`config.mk`:
```
export PLATFORM = sky130hd
export DESIGN_NAME = hex_scan_display_flat
export DESIGN_NICKNAME = d
export VERILOG_FILES = /design/src/rtl/hex_scan_display_if.sv /design/src/rtl/hex_scan_display.sv /design/src/flat_wrapper.sv
export SDC_FILE = /design/constraint.sdc
export NUM_CORES = 1
export LEC_CHECK = 0
export ABC_AREA = 0
export CORE_ASPECT_RATIO = 0.7
export CORE_UTILIZATION = 45
export CTS_CLUSTER_SIZE = 20
export DETAILED_ROUTE_END_ITERATION = 10
export PLACE_DENSITY = 0.71
export SLEW_MARGIN = 20
export SYNTH_ARGS = -nofsm -noshare
export SYNTH_HDL_FRONTEND = slang
export SYNTH_SLANG_ARGS = --single-unit
```
`constraint.sdc`:
```
create_clock -name clk -period 6.54 [get_ports clk]
set_input_delay 1.308 -clock clk [delete_from_list [all_inputs] [get_ports clk]]
set_output_delay 1.308 -clock clk [all_outputs]
set_load 0.01 [all_outputs]
```
`src/rtl/hex_scan_display_if.sv`:
```
// Signal bundle between the reversible counter and the hex scan display stage.
// The master drives the counter-side levels; the slave (display) drives the anode and segment lines.
interface hex_scan_display_if;
   logic [15:0] cnt;
   logic        rc;
   logic        s;
   logic        blank_lz;
   logic [3:0]  an;
   logic [7:0]  seg;

   modport master (output cnt, rc, s, blank_lz, input an, seg);
   modport slave  (input cnt, rc, s, blank_lz, output an, seg);
endinterface

```
`src/rtl/hex_scan_display.sv`:
```
// Four-digit multiplexed hex display for a 16-bit counter value, with direction and
// stretched-wrap status shown on the decimal points. Outputs are registered.
module hex_scan_display #(
   parameter int SCAN_DIV    = 17,
   parameter int WRAP_FRAMES = 8
) (
   input  logic                clk,
   input  logic                rst_n,
   hex_scan_display_if.slave   bus
);

   localparam logic [7:0] WRAP_LOAD = 8'(WRAP_FRAMES);

   logic [SCAN_DIV-1:0] pre, pre_nxt;
   logic [1:0]          idx, idx_nxt;
   logic [15:0]         disp, disp_nxt;
   logic [7:0]          whold, whold_nxt;
   logic                s_q, s_q_nxt;
   logic [3:0]          an_nxt;
   logic [7:0]          seg_nxt;

   logic                tick;
   logic                frame_start;
   logic [3:0]          digit;
   logic                blank;
   logic                dp;

   function automatic logic [6:0] hex7(input logic [3:0] v);
      logic [6:0] r;
      case (v)
         4'h0:    r = 7'b1000000;
         4'h1:    r = 7'b1111001;
         4'h2:    r = 7'b0100100;
         4'h3:    r = 7'b0110000;
         4'h4:    r = 7'b0011001;
         4'h5:    r = 7'b0010010;
         4'h6:    r = 7'b0000010;
         4'h7:    r = 7'b1111000;
         4'h8:    r = 7'b0000000;
         4'h9:    r = 7'b0010000;
         4'hA:    r = 7'b0001000;
         4'hB:    r = 7'b0000011;
         4'hC:    r = 7'b1000110;
         4'hD:    r = 7'b0100001;
         4'hE:    r = 7'b0000110;
         default: r = 7'b0001110;
      endcase
      return r;
   endfunction

   // Next-state values; the output registers are fed from these so the display
   // reflects the new digit and newly latched value on the same edge.
   always_comb begin
      // NOTE: every combinational output gets a default first so no latch is inferred.
      pre_nxt   = pre + SCAN_DIV'(1);
      tick      = &pre;
      frame_start = tick && (idx == 2'd3);
      idx_nxt   = tick ? idx + 2'd1 : idx;
      disp_nxt  = frame_start ? bus.cnt : disp;
      s_q_nxt   = bus.s;

      whold_nxt = whold;
      if (bus.rc)
         whold_nxt = WRAP_LOAD;
      else if (frame_start && (whold != 8'd0))
         whold_nxt = whold - 8'd1;
   end

   // Digit selection, leading-zero blanking and decimal-point status.
   always_comb begin
      digit = 4'h0;
      blank = 1'b0;
      dp    = 1'b1;
      case (idx_nxt)
         2'd0: begin
            digit = disp_nxt[3:0];
            dp    = (whold_nxt == 8'd0);
         end
         2'd1: begin
            digit = disp_nxt[7:4];
            blank = (disp_nxt[15:4] == 12'h000);
         end
         2'd2: begin
            digit = disp_nxt[11:8];
            blank = (disp_nxt[15:8] == 8'h00);
         end
         default: begin
            digit = disp_nxt[15:12];
            blank = (disp_nxt[15:12] == 4'h0);
            dp    = ~s_q_nxt;
         end
      endcase
      blank   = blank && bus.blank_lz;
      an_nxt  = ~(4'b0001 << idx_nxt);
      seg_nxt = {dp, blank ? 7'b1111111 : hex7(digit)};
   end

   always_ff @(posedge clk) begin
      // NOTE: sequential state uses non-blocking assignments so all registers update together.
      if (!rst_n) begin
         pre     <= '0;
         idx     <= 2'd0;
         disp    <= 16'h0000;
         whold   <= 8'd0;
         s_q     <= 1'b0;
         bus.an  <= 4'b1110;
         bus.seg <= 8'b11000000;
      end else begin
         pre     <= pre_nxt;
         idx     <= idx_nxt;
         disp    <= disp_nxt;
         whold   <= whold_nxt;
         s_q     <= s_q_nxt;
         bus.an  <= an_nxt;
         bus.seg <= seg_nxt;
      end
   end

endmodule

```
`src/flat_wrapper.sv`:
```
// flat-port wrapper written by rule: the top's interface ports become plain ports
module hex_scan_display_flat 
#(
   parameter int SCAN_DIV    = 17,
   parameter int WRAP_FRAMES = 8
)
  (clk, rst_n, bus_cnt, bus_rc, bus_s, bus_blank_lz, bus_an, bus_seg);
  hex_scan_display_if bus_i ();
  input  logic clk;
  input  logic rst_n;
  input wire logic [$bits(bus_i.cnt)-1:0] bus_cnt;
  input wire logic [$bits(bus_i.rc)-1:0] bus_rc;
  input wire logic [$bits(bus_i.s)-1:0] bus_s;
  input wire logic [$bits(bus_i.blank_lz)-1:0] bus_blank_lz;
  output wire logic [$bits(bus_i.an)-1:0] bus_an;
  output wire logic [$bits(bus_i.seg)-1:0] bus_seg;
  assign bus_i.cnt = bus_cnt;
  assign bus_i.rc = bus_rc;
  assign bus_i.s = bus_s;
  assign bus_i.blank_lz = bus_blank_lz;
  assign bus_an = bus_i.an;
  assign bus_seg = bus_i.seg;
  hex_scan_display #(.SCAN_DIV(SCAN_DIV), .WRAP_FRAMES(WRAP_FRAMES)) u_core (.clk(clk), .rst_n(rst_n), .bus(bus_i));
endmodule
```
==> results of run 1 <==
## worst max-delay path: stages (launching register included)
cell,delay [ns]
dfxtp_1,0.36
ha_1,0.25
nand3_1,0.09
nor3_1,0.26
and2_1,0.21
and3_1,0.17
ha_1,0.73
nand2_2,0.53
mux2_2,0.44
a222oi_1,0.35
mux2_2,0.28
inv_1,0.08
ha_1,0.21
mux2_1,0.30
a22oi_1,0.17
nand3_1,0.10
## routing by layer
metal | track usage, % | part of all wire [%] | up-vias
met4 | 5.04 | 1.1 | 0
met2 | 28.9 | 40 | 74
met3 | 3.60 | 6.6 | 8
met5 | 0 | 0 | -
li1 | - | - | 1151
met1 | 29.8 | 52 | 1043
## cells by family (layout without fill, tap and decap cells)
group	Yosys count	in the layout	share of synthesized area (%)
AO/OA/AOI/OAI	63	63	16.5
XOR/XNOR	16	16	5.09
adder cells (fa/ha/maj)	14	14	6.36
buffers and inverters	23	49	3.81
flip-flops	55	55	40.0
multiplexers	13	13	5.13
AND/OR/NAND/NOR	119	119	23.1
## per-stage QoR
stage | setup WS [ns] | utilization [%] | std cells
after floorplan | 2.63 | - | 303
after global placement | 2.04 | 53.4 | 397
after detailed placement | 1.90 | 53.4 | 397
after CTS | 1.86 | 54.9 | 404
after global routing | 1.38 | 54.9 | 404
final | 1.83 | 54.9 | 404
## sequential cells by signal, summed over array words and instances, names as in the netlist
signal and count:
u_core.disp 16, u_core.bus.an 4, u_core.bus.seg 8, u_core.idx 2, u_core.whold 8, u_core.pre 17
## Yosys cell counts (8+ instances only)
cell type   n
dfxtp_1    55
nor2_1     28
nand2_1    18
nand3_1    16
a21oi_1    15
ha_1       14
and3_1     10
xor2_1      9
and2_1      8
inv_1       8
mux2_2      8
nor3_1      8
o21ai_0     8
## worst paths after layout
| kind | from | end | slack, ns |
|---|---|---|---|
| worst max-delay path | u_core.pre[0]$_SDFF_PN0_ | u_core.bus.seg[6]$_SDFF_PP1_ | 1.83 |
| worst min-delay path | u_core.pre[0]$_SDFF_PN0_ | u_core.pre[0]$_SDFF_PN0_ | 0.45 |
| worst max register to register | u_core.pre[0]$_SDFF_PN0_ | u_core.bus.seg[6]$_SDFF_PP1_ | 1.83 |
| worst min register to register | u_core.pre[0]$_SDFF_PN0_ | u_core.pre[0]$_SDFF_PN0_ | 0.45 |
## report_power, final
part | total (mW) | internal, mW | leakage [nW] | switching, mW
registers | 0.339 | 0.337 | 0.444 | 0.00228
logic | 0.0295 | 0.0162 | 0.693 | 0.0133
clock network | 0.188 | 0.0834 | 0.0470 | 0.105
total | 0.557 | 0.437 | 1.18 | 0.121
## layout make-up
cell class | instances | area (um^2) | area share, %
Clock buffer | 6 | 82.6 | 2.59
Timing Repair Buffer | 33 | 328 | 10.3
Clock inverter | 1 | 5.00 | 0.157
Tap cell | 75 | 93.8 | 2.94
Multi-Input combinational cell | 225 | 1550 | 48.5
Sequential cell | 55 | 1100 | 34.5
Inverter | 9 | 33.8 | 1.06
## placed cells by master, fill, tap and decap left out, drive strengths merged, types with 4 or more instances in the layout
cell type      instances
a211oi                 4
a21boi                 4
a21oi                 15
a31oi                  7
and2                   8
and3                  10
and4                   6
clkbuf                 6
clkdlybuf4s50         32
dfxtp                 55
ha                    14
inv                    8
mux2                   9
mux2i                  4
nand2                 19
nand3                 16
nor2                  28
nor2b                  4
nor3                   8
o21a                   4
o21ai                  9
or3                    5
xnor2                  7
xor2                   9
==> results_dict.tcl, run 1 <==
set metrics [dict create \
    status "complete, no violations" \
    required_ns 6.70 \
    io_pins 33 \
    layout_min_cycle_time_ns 4.71 \
    cts_buffer_depth 2 \
    dominantRegCellSynth "dfxtp_1" \
    yosys-top-cells-area "dfxtp_1 (40%), ha_1 (6.4%), nor2_1 (3.8%)" \
    drt_iter0_markers 185 \
    crit_arrival_ns 4.87 \
    drive_gt1_share_pct 6.99 \
    maxCapViolCount 0 \
    fin_area_um2 3190 \
    avgSynthCellArea_um2 9.09 \
    cts-root-buf "clkbuf_8" \
    hold_slack_ns 0.451 \
    grtUsageTotal_pct 19.8 \
    hold_buffers 0 \
    max_freq_mhz 212 \
    powerDensity_nw_per_um2 175 \
    chipHeight_um 67.5 \
    postSynth.asyncResetShare_pct 0 \
    grt_max_degree 36 \
    worst_setup_path_start_kind "flop" \
    final_hold_viol_count 0 \
    ys_seq_area_share_pct 40.0 \
    yosys.area.top_type "dfxtp_1" \
    nets 364 \
    drc 0 \
    grt_overflow 0 \
    vdd_drop_max_mv 0.0876 \
    n_antenna_cell 0 \
    postPlaceCellArea_um2 3110 \
    row_count 23 \
    synth_area_um2 2760 \
    finalSetupViolations 0 \
    syn_inst 303 \
    dr.pass1.iters 4 \
    die_x_um 95.5 \
    initial_core_util_pct 47.4 \
    worst-setup-path-type "reg -> reg" \
    num_vias 2276 \
    end_kind "flop" \
    core_area_um2 5810 \
    routed_via_density 5.63 \
    tns_ns 0 \
    clock_latency_ns 0.31 \
    syn_to_final_growth_pct 15.9 \
    fill_cells 522 \
    die_area_um2 6440 \
    ys_seq_elements 55 \
    finalPower_mw 0.557 \
    tightest_slew_ns 0.886 \
    finalCritPeriodShare_pct 72.0 \
    post_cts_buffers 0 \
    grt_pass1_wl_um 9770 \
    cts_buffers 5 \
    relSlewSlack_pct 40.9 \
    clk_pin_slew_ns 0.09 \
    cts_sinks 55 \
    io_buffers 32 \
    ant_nets 0 \
    place_congestion 0.853 \
    syn_nets 338 \
    antenna_found_initial 0 \
    rsz0062_at_grt "false" \
    synth_edf_count 0 \
    ys_warn_count 0 \
    hold_class "reg -> reg" \
    fin_skew_ns 0.00622 \
    wl_per_cell_um 14.6 \
    hold_depth 1 \
    power.leakage_nw 1.18 \
    wl_um 5890 \
    cts-resized-gates 0 \
    synth.top_cell.area_share_pct 40.0 \
    yosysUniqueCellTypes 55 \
    cts_tree "built" \
    cts-htree-levels 2 \
    reg2reg_depth 15 \
    path_max_fanout 26 \
    grt_pass1_vias 2009 \
    detailed_place_hpwl_um 4160 \
    slew_viol_final 0 \
]
(Power assumes the default switching activity.)
==> run 2, diff against run 1 <==
--- a/config.mk
+++ b/config.mk
@@ -10,7 +10,7 @@
 export CORE_UTILIZATION = 45
 export CTS_CLUSTER_SIZE = 20
 export DETAILED_ROUTE_END_ITERATION = 10
-export PLACE_DENSITY = 0.71
+export PLACE_DENSITY = 0.73
 export SLEW_MARGIN = 20
 export SYNTH_ARGS = -nofsm -noshare
 export SYNTH_HDL_FRONTEND = slang
==> constraint.sdc (replaced) <==
create_clock -name clk -period 3.95 [get_ports clk]
set_input_delay 0.79 -clock clk [delete_from_list [all_inputs] [get_ports clk]]
set_output_delay 0.79 -clock clk [all_outputs]
set_load 0.01 [all_outputs]
==> run 2 against run 1 <==
Effect of this change:
- routed wire length rose by 4.4%
- first-iteration DRC count fell by 42%
- sequential power rose by 66%
- combinational power rose by 63%
- sequential share of layout area fell by 1.6 points
- largest cell class unchanged
- utilization rose by 2.8 points
- critical path depth rose by 1
- sequential cell count did not move
- highest routed layer unchanged
- die area did not move
- clock power rose by 86%
==> results_dict.tcl, run 2 (synthesized netlist as in run 1, its figures left out) <==
set metrics [dict create \
    clock_latency_ns 0.32 \
    final_common_cell "dfxtp_1" \
    finalPower_mw 0.960 \
    grt_pass1_wl_um 9620 \
    syn_to_final_growth_pct 21.7 \
    dp_slack_ns 0.000691 \
    detailed_place_hpwl_um 4300 \
    grt_max_degree 35 \
    relSlewSlack_pct 55.8 \
    nets 377 \
    fill_cells 511 \
    maxCapViolCount 0 \
    top_register "u_core.pre" \
    clk_pin_slew_ns 0.10 \
    finalCritPeriodShare_pct 94.0 \
    path_max_fanout 6 \
    layout_min_cycle_time_ns 3.71 \
    powerDensity_nw_per_um2 286 \
    die_x_um 95.5 \
    final_hold_viol_count 0 \
    die_area_um2 6440 \
    fin_skew_ns 0.0101 \
    core_area_um2 5810 \
    routed_via_density 5.65 \
    place_congestion 0.861 \
    row_count 23 \
    routed.top_layer "met4" \
    cts-root-buf "clkbuf_8" \
    end_kind "flop" \
    cts-htree-levels 2 \
    top_regs "u_core.pre: 17 flops, u_core.disp: 16 flops" \
    initial_core_util_pct 47.4 \
    grt_pass1_vias 2017 \
    dr.pass1.iters 5 \
    drive_gt1_share_pct 12.5 \
    grtUsageTotal_pct 19.8 \
    drc 0 \
    io_buffers 32 \
    setup_ws_ns 0.236 \
    multi_input_area_um2 1600 \
    seq_area_um2 1100 \
    worst-setup-path-type "reg -> reg" \
    vdd_drop_max_mv 0.139 \
    status "complete, no violations" \
    cts_buffer_depth 2 \
    required_ns 4.12 \
    wl_per_cell_um 14.7 \
    io_pins 33 \
    num_vias 2362 \
    postPlaceCellArea_um2 3180 \
    n_antenna_cell 0 \
    drt_iter0_markers 107 \
    met2_length_um 2630 \
    antenna_found_initial 0 \
    grt_overflow 0 \
    max_freq_mhz 269 \
    cts_tree "built" \
    met1Wirelength_um 3100 \
    ant_nets 0 \
    cts_buffers 5 \
    finalSetupViolations 0 \
    chipHeight_um 67.5 \
    fin_area_um2 3350 \
    tightest_slew_ns 0.662 \
    wl_met3_um 363 \
    layout_common_cells "dfxtp_1 (55), clkdlybuf4s50_1 (32), nor2_1 (28)" \
    wl_um 6150 \
    crit_arrival_ns 3.88 \
    power.leakage_nw 1.25 \
    cts_sinks 55 \
    slew_viol_final 0 \
    worst_setup_path_start_kind "flop" \
    largest_reg_flops 17 \
    hold_class "reg -> reg" \
]
## run 2: path summary, 6_finish.rpt
check	from	endpoint	slack, ns	cells after the start
max reg2reg	u_core.pre[0]$_SDFF_PN0_	u_core.bus.seg[6]$_SDFF_PP1_	0.24	16
max	u_core.pre[0]$_SDFF_PN0_	u_core.bus.seg[6]$_SDFF_PP1_	0.24	16
min	u_core.pre[0]$_SDFF_PN0_	u_core.pre[0]$_SDFF_PN0_	0.46	1
min reg2reg	u_core.pre[0]$_SDFF_PN0_	u_core.pre[0]$_SDFF_PN0_	0.46	1
## run 2: area by class of cell
cell class | count | area share (%)
clock inverter | 1 | 0.224
tap | 75 | 2.80
sequential | 55 | 32.8
clock buffer | 7 | 2.87
multi-input combinational | 225 | 47.6
timing repair buffer | 46 | 12.7
inverter | 9 | 1.01
## run 2: power by group
group          total, mW  internal, mW  switching (mW)
Combinational     0.0482        0.0269          0.0213
Sequential         0.562         0.558         0.00386
Clock              0.350         0.160           0.190
Total              0.960         0.745           0.215
## run 2: repair_timing
| item | CTS | global route |
|---|---|---|
| pin swaps | 0 | 1 |
| endpoints found under the setup margin | 2 | 5 |
| gates resized for setup | 5 | 4 |
| hold buffers | 0 | 0 |
| buffers inserted | 0 | 3 |
## run 2: metrics by stage
stage	cells	hold slack (ns)	util, %	setup TNS [ns]
global placement	407	0.431	54.7	0
finish	418	0.463	57.7	0
floorplan	303	0.418	-	0
CTS	415	0.459	57.0	0
global route	418	0.508	57.7	-0.00115
detailed placement	407	0.439	54.7	0
## run 2: routing by layer
layer,up-vias,GRT usage (%)
met5,-,0
met2,85,29.9
li1,1173,-
met3,8,4.84
met1,1096,27.6
met4,0,6.53
## run 2: critical path, stage by stage (launching register included)
cell and delay, ns:
dfxtp_1 0.37, ha_2 0.24, nand3_1 0.11, nor3_2 0.16, and2_1 0.19, and3_1 0.20
ha_4 0.20, mux2i_4 0.27, inv_1 0.11, ha_1 0.24, a222oi_1 0.35, mux2_4 0.26
inv_1 0.07, ha_1 0.22, mux2_1 0.30, a22oi_1 0.17, nand3_1 0.09
